==> src/rtl/gate_input_debounce_if.sv <==
// rtl/gate_input_debounce_if.sv - gate input debounce bundle: raw levels and enable in, debounced levels and edge pulses out
interface gate_input_debounce_if #(
    parameter int WIDTH = 4
);
    logic [WIDTH-1:0] din;
    logic             en;
    logic [WIDTH-1:0] dout;
    logic [WIDTH-1:0] rise;
    logic [WIDTH-1:0] fall;
    logic             busy;

    modport master (
        output din, en,
        input  dout, rise, fall, busy
    );

    modport slave (
        input  din, en,
        output dout, rise, fall, busy
    );
endinterface

==> src/rtl/gate_input_debounce.sv <==
// rtl/gate_input_debounce.sv - per-channel synchronize-and-debounce of gate inputs
// DEBOUNCE_EDGE_EN: when defined, registered rise/fall pulses; otherwise rise/fall are tied to 0.
module gate_input_debounce #(
    parameter int WIDTH   = 4,
    parameter int STABLE  = 4,
    parameter int CNT_W   = 8,
    parameter bit RST_VAL = 1'b0
) (
    input  logic                clk,
    input  logic                rst,
    gate_input_debounce_if.slave bus
);

    localparam logic [CNT_W-1:0] LAST = CNT_W'(STABLE - 1);

    logic [WIDTH-1:0] sync1;
    logic [WIDTH-1:0] sync2;
    logic [WIDTH-1:0] dout_q;
    logic [CNT_W-1:0] cnt [WIDTH];
    logic [WIDTH-1:0] cnt_nz;
    logic [WIDTH-1:0] flip;

    // Synchronizer keeps sampling even while counting is frozen.
    always_ff @(posedge clk or posedge rst) begin
        if (rst) begin
            sync1 <= {WIDTH{RST_VAL}};
            sync2 <= {WIDTH{RST_VAL}};
        end else begin
            sync1 <= bus.din;
            sync2 <= sync1;
        end
    end

    // flip marks the edge on which a channel accepts its new level.
    always_comb begin
        flip   = '0;
        cnt_nz = '0;
        for (int i = 0; i < WIDTH; i++) begin
            cnt_nz[i] = (cnt[i] != '0);
            flip[i]   = bus.en && (sync2[i] != dout_q[i]) && (cnt[i] == LAST);
        end
    end

    always_ff @(posedge clk or posedge rst) begin
        if (rst) begin
            dout_q <= {WIDTH{RST_VAL}};
            for (int i = 0; i < WIDTH; i++) begin
                cnt[i] <= '0;
            end
        end else if (bus.en) begin
            for (int i = 0; i < WIDTH; i++) begin
                if (flip[i]) begin
                    dout_q[i] <= sync2[i];
                    cnt[i]    <= '0;
                end else if (sync2[i] == dout_q[i]) begin
                    cnt[i] <= '0;
                end else begin
                    cnt[i] <= cnt[i] + 1'b1;
                end
            end
        end
    end

`ifdef DEBOUNCE_EDGE_EN
    logic [WIDTH-1:0] rise_q;
    logic [WIDTH-1:0] fall_q;

    always_ff @(posedge clk or posedge rst) begin
        if (rst) begin
            rise_q <= '0;
            fall_q <= '0;
        end else begin
            rise_q <= flip & sync2;
            fall_q <= flip & ~sync2;
        end
    end

    assign bus.rise = rise_q;
    assign bus.fall = fall_q;
`else
    assign bus.rise = '0;
    assign bus.fall = '0;
`endif

    assign bus.dout = dout_q;
    assign bus.busy = |cnt_nz;

endmodule

==> src/flat_wrapper.sv <==
// flat-port wrapper written by rule: the top's interface ports become plain ports
module gate_input_debounce_flat 
#(
    parameter int WIDTH   = 4,
    parameter int STABLE  = 4,
    parameter int CNT_W   = 8,
    parameter bit RST_VAL = 1'b0
)
  (clk, rst, bus_din, bus_en, bus_dout, bus_rise, bus_fall, bus_busy);
  gate_input_debounce_if #(.WIDTH(WIDTH)) bus_i ();
  input  logic clk;
  input  logic rst;
  input wire logic [$bits(bus_i.din)-1:0] bus_din;
  input wire logic [$bits(bus_i.en)-1:0] bus_en;
  output wire logic [$bits(bus_i.dout)-1:0] bus_dout;
  output wire logic [$bits(bus_i.rise)-1:0] bus_rise;
  output wire logic [$bits(bus_i.fall)-1:0] bus_fall;
  output wire logic [$bits(bus_i.busy)-1:0] bus_busy;
  assign bus_i.din = bus_din;
  assign bus_i.en = bus_en;
  assign bus_dout = bus_i.dout;
  assign bus_rise = bus_i.rise;
  assign bus_fall = bus_i.fall;
  assign bus_busy = bus_i.busy;
  gate_input_debounce #(.WIDTH(WIDTH), .STABLE(STABLE), .CNT_W(CNT_W), .RST_VAL(RST_VAL)) u_core (.clk(clk), .rst(rst), .bus(bus_i));
endmodule
==> config.mk <==
export PLATFORM = sky130hd
export DESIGN_NAME = gate_input_debounce_flat
export DESIGN_NICKNAME = d
export VERILOG_FILES = /design/src/rtl/gate_input_debounce_if.sv /design/src/rtl/gate_input_debounce.sv /design/src/flat_wrapper.sv
export SDC_FILE = /design/constraint.sdc
export NUM_CORES = 1
export LEC_CHECK = 0
export BUFFER_PORTS_ARGS = -buffer_cell sky130_fd_sc_hd__buf_2
export CORE_UTILIZATION = 45
export CTS_CLUSTER_DIAMETER = 200
export DETAILED_ROUTE_END_ITERATION = 10
export GPL_ROUTABILITY_DRIVEN = 1
export PLACE_DENSITY = 0.69
export SYNTH_ARGS = -nofsm -noshare
export SYNTH_HDL_FRONTEND = slang
export SYNTH_SLANG_ARGS = --single-unit
==> constraint.sdc <==
create_clock -name clk -period 4.48 [get_ports clk]
set_clock_uncertainty 0.15 [all_clocks]
set_input_delay 0 -clock clk [delete_from_list [all_inputs] [get_ports clk]]
set_output_delay 0 -clock clk [all_outputs]
set_load 0.02 [all_outputs]
# Word-level counts from Yosys, hierarchy flattened
# Index checks and enable logic that the tools add are counted.
# W data, S select, Z words.
[op_classes]
addsub = 4
n_eq_ne = 12
muxes = 8
reduce_logical = 17
[ops]
columns = ["op", "n"]
rows = [
  ["$mux W8", 8],
  ["$add A8 B1 Y8 const B", 4],
  ["$eq A8 B2 Y1 const B", 4],
  ["$reduce_bool A8 Y1", 4],
  ["$logic_and A1 B1 Y1", 8],
  ["$reduce_and A2 Y1", 4],
  ["$eq A1 B1 Y1", 4],
  ["$ne A1 B1 Y1", 4],
  ["$reduce_or A4 Y1", 1],
]
[word_totals]
reg_bits = 44
input_bits = 7
out_inout_bits = 13
elab_cells = 51

# Logic depth before layout (Yosys ltp)
# Gate-level depths: netlist of run 1.
[depth]
ltp_word = 4
depth_mapped = 6
ltp_nobuf = 5

# Worst setup path before layout of run 1
# OpenSTA, ideal clock, no wires.
[synth_timing]
path_type = "reg-to-reg"
startpoint = "register u_core.cnt[12] (netlist name)"
endpoint = "register u_core.cnt[15] (netlist name)"
arrival_time_ps = 1387
slack_ps = 2817
stages_incl_launch_ff = 6
period_less_slack_ps = 1663
path_cell_list = "dfrtp_1 -> nor4_4 -> a311oi_2 -> buf_6 -> o211a_1 -> a221o_1"
[synth_between]
elab_chain_cells = 3
[synth_lines]
columns = ["item", "line_no", "text"]
rows = [
  ["from (decl)", "gate_input_debounce.sv:19", "logic [CNT_W-1:0] cnt [WIDTH];"],
  ["from (signal, indexed assignment)", "gate_input_debounce.sv:58", "cnt[i] <= cnt[i] + 1'b1;"],
  ["$add A8 B1 Y8 / $eq A8 B2 Y1 (equally long branches)", "gate_input_debounce.sv:58, gate_input_debounce.sv:40", ""],
  ["$mux W8 / $logic_and A1 B1 Y1 (equally long branches)", "gate_input_debounce.sv:55, gate_input_debounce.sv:40", ""],
  ["$mux W8 (*)", "gate_input_debounce.sv:52", "if (flip[i]) begin"],
]
# Every way passes the cells marked *; elsewhere a longest branch is shown, timed or not.
# A chain may end at the register's enable or synchronous reset.

# Worst setup path in the final report of run 1
[layout_timing]
startpoint = "register u_core.cnt[0] (netlist name)"
endpoint = "register u_core.cnt[6] (netlist name)"
# The elaborated chain is that of the path after synthesis.

==> flow_metrics.py, run 1 <==
metrics = {
    "setup_path": {
        "rrSetupSlack_ns": 2.19,
        "crit_slowest_cell": "a311oi_1",
        "critPathTopFamily": "compound AO/OA/AOI/OAI gates",
        "required_ns": 4.54,
        "cp_data_arrival_time_ns": 2.36,
        "worstPathCellList": "ha_1 > a311oi_1 > a21bo_2 > a31oi_1",
        "cp_max_fo": 11,
        "setup.worst_path.class": "reg -> reg",
        "worstSetupEndpointType": "flop",
        "reg2reg_depth": 4,
        "reg2reg_to": "u_core.cnt[6]$_DFFE_PP0P_",
        "worst_path_largest_cell_delay_ns": 0.93,
        "rr_startpoint": "u_core.cnt[0]$_DFFE_PP0P_",
        "critPathLaunchType": "flop",
        "crit_buf_inv": 0,
    },
    "clock_tree": {
        "clkLatencyLatePin_ns": 0.30,
        "path_clk_slew_ns": 0.08,
        "cts_resized": 0,
        "root_buffer": "clkbuf_8",
        "clk_path_buf_depth": 2,
        "h-tree-depth": 2,
        "cts.sinks": 44,
        "numCtsBuffers": 5,
        "cts_tree": "yes",
    },
    "sta": {
        "rsz0062_at_grt": "no",
        "worst_pin_slew_ns": 1.20,
        "finalMaxSlewViolations": 0,
        "tns_ns": 0,
        "setup_viol": 0,
        "fmaxAchievable_mhz": 436,
        "hold_viol": 0,
        "setup_slack_ns": 2.19,
        "slew_headroom_pct": 19.8,
        "finalCritPeriodShare_pct": 51.1,
        "fin_crit_ns": 2.29,
    },
    "global_routing": {
        "grt_max_degree": 45,
        "grt_overflow": 0,
        "grt_usage_pct": 16.5,
        "antenna_found_initial": 0,
        "grt_pass1_wl_mm": 6.68,
        "grt_pass1_vias": 1454,
    },
    "final_layout": {
        "post-route-util_pct": 52.0,
        "multi_input_area_um2": 1060,
        "fillers": 439,
        "seq_area_um2": 1100,
        "layout_commonest_cell": "dfrtp_1",
        "final_cell_mix": "dfrtp_1 (44), nand2_1 (19), nand3_1 (13), o21ai_0 (12), a31oi_1 (12)",
        "layout-drive-gt1-share_pct": 15.1,
        "diodes": 0,
        "layout.cells.non_filler": 299,
        "nets": 246,
        "area_growth_syn_to_layout_pct": 9.29,
    },
    "detailed_routing": {
        "routedWlPerCell_um": 12.7,
        "drt_iter0_markers": 116,
        "vias": 1597,
        "drt_wl_total_mm": 3.79,
        "drc": 0,
        "ant_nets": 0,
        "drt_first_pass_iters": 4,
        "avgViaCountPerCell": 5.34,
    },
    "synth": {
        "syn_area_um2": 2280,
        "yosys_warnings": 0,
        "ys_seq_elements": 44,
        "yosysSeqAreaShare_pct": 48.4,
        "synth.distinct_cells": 38,
        "syn-instance-count": 215,
        "synth_area_per_cell_um2": 10.6,
        "synth-async-reset-ratio_pct": 100,
        "synthFlopType": "dfrtp_1",
        "synth_enable_flop_cells": 0,
    },
    "placement": {
        "place_hpwl_mm": 2.53,
        "place_ws_ns": 2.16,
        "dp.cells": 286,
        "gp_congestion": 0.817,
        "port_buffers": 11,
    },
    "hold_path": {
        "hold_path_class": "in -> reg",
        "whs_endpoint": "u_core.cnt[3]$_DFFE_PP0P_",
        "hold_path_depth": 2,
        "hold_start": "bus_en",
    },
    "power": {
        "p_clk_share_pct": 21.2,
        "swShare_pct": 36.0,
        "p_comb_share_pct": 32.9,
        "power.density_nw_per_um2": 482,
        "p_seq_share_pct": 45.9,
        "vdd_drop_max_v": 0.000314,
        "leakage_nw": 1.11,
        "p_sw_uw": 432,
        "intPower_uw": 769,
    },
    "floorplan": {
        "die_w_um": 73.1,
        "die_y_um": 73.1,
        "rows": 25,
        "num_io_pins": 20,
        "core_area_um2": 4790,
        "initial_core_util_pct": 47.6,
        "die_area_um2": 5350,
    },
    "status": {
        "status": "finished, final reports clean",
    },
    "run": {
        "maxCapViolations": 0,
    },
}
-- power groups by stage --
stage          logic (mW)  registers [mW]  clock network [mW]
6_report            0.395           0.551               0.255
5_1_grt             0.449           0.564               0.285
4_1_cts             0.399           0.551               0.266
3_5_place_dp        0.393           0.559                   0
3_3_place_gp        0.386           0.556                   0
2_1_floorplan       0.305           0.566                   0
-- layout make-up --
cell class	count	area share, %
multi-input combinational	153	42.6
clock buffer	6	3.32
inverter	10	1.51
clock inverter	2	0.402
tap	67	3.37
timing repair buffer	17	4.52
sequential	44	44.2
-- cells by family after synthesis --
family / Yosys count / share of synthesized area [%]
flip-flops: 44 / 48.4
XOR/XNOR: 11 / 4.23
other: 1 / 0.165
AO/OA/AOI/OAI: 52 / 16.3
multiplexers: 8 / 3.90
adder cells (fa/ha/maj): 8 / 4.40
buffers and inverters: 25 / 6.21
AND/OR/NAND/NOR: 66 / 16.4
-- worst max-delay path by stage --
stage	start	end	slack, ns	cells past startpoint
2_1_floorplan	u_core.cnt[12]$_DFFE_PP0P_	u_core.cnt[15]$_DFFE_PP0P_	2.82	5
3_3_place_gp	bus_en	u_core.cnt[6]$_DFFE_PP0P_	2.26	5
3_5_place_dp	bus_en	u_core.cnt[6]$_DFFE_PP0P_	2.16	5
4_1_cts	u_core.cnt[0]$_DFFE_PP0P_	u_core.cnt[6]$_DFFE_PP0P_	2.20	4
5_1_grt	u_core.cnt[0]$_DFFE_PP0P_	u_core.cnt[7]$_DFFE_PP0P_	1.99	4
6_report	u_core.cnt[0]$_DFFE_PP0P_	u_core.cnt[6]$_DFFE_PP0P_	2.19	4
-- through the flow --
step,hold WS [ns],area [um2],total power [mW]
after floorplan,-0.119,2300,0.871
after global placement,-0.0416,2350,0.942
after detailed placement,-0.0395,2350,0.952
after CTS,0.0334,2490,1.22
after global routing,0.0456,2490,1.30
final,0.0252,2490,1.20
-- per-layer routing --
metal  wire length [um]  track usage (%)
met1               1970             23.0
met2               1660             24.7
met3                104             4.56
met4                 55             5.88
met5                  0                0
-- sequential cells by signal, summed over array words and instances (netlist names) --
register,flops
u_core.bus.dout,4
u_core.cnt,32
u_core.sync1,4
u_core.sync2,4
-- what timing repair did --
action,4_1_cts,5_1_grt
setup buffers,0,0
hold endpoints to repair,48,0
setup endpoints to repair,0,0
hold buffers,5,0
-- cell usage after synthesis, types with 2 or more instances --
library cell  number  area share, %
buf_4              8            2.6
a41oi_1            2           0.77
nand4_1            5            1.4
buf_2              2           0.44
a221o_1            2           0.88
nor3_1             2           0.44
dfrtp_1           44             48
o21ai_0           12            2.6
or2b_1             4            1.3
and4_1             2           0.77
a21oi_1            8            1.8
clkbuf_1           3           0.49
xnor2_1           11            4.2
a31oi_1           12            3.3
inv_1              9            1.5
nor4_1             2           0.55
and2_1             2           0.55
nor2_1             7            1.2
o211a_1            2           0.88
nand3_1           13            2.9
buf_6              2           0.99
mux2_2             7            3.5
and3_1             6            1.6
a311oi_2           3            2.0
nand2_1           19            3.1
a22o_1             6            2.3
nor4_4             2            1.9
ha_1               8            4.4
No activity file was read; power rests on OpenSTA's default activity.
==> inputs of run 2 (changes only) <==
clock period = 2.3 ns   (was 4.48 ns; I/O delays follow)
==> flow_metrics.py, run 2 (synthesized netlist as in run 1, its figures left out) <==
metrics = {
    "setup_path": {
        "worstPathCellList": "nor4_1 > and2_1 > and4_2 > nand4_1 > buf_2",
        "worstSetupEndpointType": "primary output",
        "critPathTopFamily": "simple AND/OR/NAND/NOR gates",
        "critPathLaunchType": "flop",
        "crit_buf_inv": 1,
        "cp_max_fo": 7,
        "crit_slowest_cell": "dfrtp_1",
        "setup.worst_path.class": "reg -> out",
        "required_ns": 2.15,
        "cp_data_arrival_time_ns": 1.90,
        "worst_path_largest_cell_delay_ns": 0.44,
    },
    "final_layout": {
        "post-route-util_pct": 53.2,
        "largest_register": "u_core.cnt",
        "final_cell_mix": "dfrtp_1 (44), nand2_1 (19), nand3_1 (13), o21ai_0 (12), a31oi_1 (12)",
        "nets": 249,
        "multi_input_area_um2": 1060,
        "fillers": 422,
        "diodes": 0,
        "largest_reg_flops": 32,
        "area_growth_syn_to_layout_pct": 11.9,
        "stdcell_area_um2": 2550,
        "layout_commonest_cell": "dfrtp_1",
        "seq_area_um2": 1100,
        "layout-drive-gt1-share_pct": 15.7,
    },
    "detailed_routing": {
        "vias": 1606,
        "routedWlPerCell_um": 12.9,
        "drt_first_pass_iters": 4,
        "avgViaCountPerCell": 5.32,
        "ant_nets": 0,
        "drt_iter0_markers": 59,
        "drt_wl_total_mm": 3.90,
        "drc": 0,
    },
    "sta": {
        "slew_headroom_pct": 41.1,
        "finalMaxSlewViolations": 0,
        "fin_crit_ns": 2.05,
        "setup_viol": 0,
        "worst_pin_slew_ns": 0.879,
        "fmaxAchievable_mhz": 488,
        "rsz0062_at_grt": "no",
        "tns_ns": 0,
        "finalCritPeriodShare_pct": 89.0,
        "hold_viol": 0,
    },
    "global_routing": {
        "grt_overflow": 0,
        "grt_usage_pct": 16.3,
        "grt_pass1_vias": 1419,
        "antenna_found_initial": 0,
        "grt_max_degree": 26,
        "grt_pass1_wl_mm": 6.48,
    },
    "floorplan": {
        "num_io_pins": 20,
        "die_area_um2": 5350,
        "initial_core_util_pct": 47.6,
        "die_w_um": 73.1,
        "rows": 25,
        "die_y_um": 73.1,
        "core_area_um2": 4790,
    },
    "clock_tree": {
        "path_clk_slew_ns": 0.08,
        "h-tree-depth": 2,
        "cts_tree": "yes",
        "clkLatencyLatePin_ns": 0.29,
        "clk_path_buf_depth": 2,
        "numCtsBuffers": 5,
        "root_buffer": "clkbuf_8",
        "post_cts_buffers": 0,
        "cts.sinks": 44,
    },
    "power": {
        "swShare_pct": 33.7,
        "p_comb_share_pct": 31.3,
        "vdd_drop_max_v": 0.000397,
        "leakage_nw": 1.13,
        "power.density_nw_per_um2": 976,
        "intPower_mw": 1.65,
        "p_clk_share_pct": 25.3,
        "p_sw_uw": 839,
        "p_seq_share_pct": 43.3,
    },
    "placement": {
        "gp_congestion": 0.778,
        "place_hpwl_mm": 2.64,
        "place_area_um2": 2360,
        "port_buffers": 11,
    },
    "status": {
        "status": "finished, final reports clean",
    },
    "hold_path": {
        "hold_path_class": "in -> async",
    },
    "run": {
        "maxCapViolations": 0,
    },
}
==> run 2: cell types whose count changed in the layout (fill, tap and decap cells not counted) <==
cell	before	now
buf_4	1	3
clkinv_2	2	0
clkbuf_8	6	7
dlygate4sd3_1	5	6
bufinv_16	0	1
==> run 2: per-layer routing <==
| metal | wire [um] | global-route usage [%] | vias up | share of wire [%] |
|---|---|---|---|---|
| li1 | - | - | 808 | - |
| met1 | 1960 | 21.6 | 770 | 50 |
| met2 | 1780 | 24.7 | 26 | 46 |
| met3 | 129 | 5.11 | 2 | 3.3 |
| met4 | 29 | 6.54 | 0 | 0.74 |
| met5 | 0 | 0 | - | 0 |
==> run 2: through the flow <==
stage | power, mW | hold slack [ns] | setup slack (ns) | cells
finish | 2.49 | 0.176 | 0.252 | 302
global route | 2.67 | 0.177 | 0.154 | 302
CTS | 2.52 | 0.181 | 0.242 | 302
detailed placement | 1.87 | -0.0399 | 0.374 | 288
global placement | 1.84 | -0.0418 | 0.424 | 288
floorplan | 1.70 | -0.119 | 0.637 | 222
==> run 2: worst register-to-register path, cell delays in order, from the launching register on <==
cell and delay (ns):
dfrtp_1 0.40, ha_1 0.26, a311oi_2 0.62, a41oi_1 0.25, a31oi_1 0.19
==> run 2: area by class of cell <==
class / count / area share [%]
Sequential cell: 44 / 43.2
Inverter: 10 / 1.47
Timing Repair Buffer: 20 / 5.40
Clock buffer: 7 / 3.78
Clock inverter: 1 / 1.18
Tap cell: 67 / 3.29
Multi-Input combinational cell: 153 / 41.7
==> run 2: power by group through the flow <==
| stage | clock network [mW] | logic [mW] | registers, mW |
|---|---|---|---|
| floorplan | 0 | 0.594 | 1.10 |
| detailed placement | 0 | 0.778 | 1.09 |
| CTS | 0.657 | 0.787 | 1.08 |
| global route | 0.688 | 0.882 | 1.10 |
| global placement | 0 | 0.758 | 1.08 |
| finish | 0.630 | 0.779 | 1.08 |
==> run 2: final timing paths <==
check | endpoint | startpoint | cells past startpoint | slack, ns
worst min-delay path | u_core.cnt[2]$_DFFE_PP0P_ | rst | 3 | 0.18
worst min register to register | u_core.sync2[3]$_DFF_PP0_ | u_core.sync1[3]$_DFF_PP0_ | 0 | 0.20
max in group asynchronous | u_core.cnt[25]$_DFFE_PP0P_ | rst | 4 | 1.12
worst max register to register | u_core.cnt[21]$_DFFE_PP0P_ | u_core.cnt[16]$_DFFE_PP0P_ | 4 | 0.35
min in group clk | u_core.sync1[0]$_DFF_PP0_ | bus_din[0] | 2 | 0.20
worst max-delay path | bus_busy | u_core.cnt[26]$_DFFE_PP0P_ | 5 | 0.25
==> run 2: what timing repair did <==
item | CTS | global route
hold buffers | 6 | 0
endpoints found under the setup margin | 0 | 0
gates resized for setup | 0 | 0
hold endpoints to repair | 29 | 0
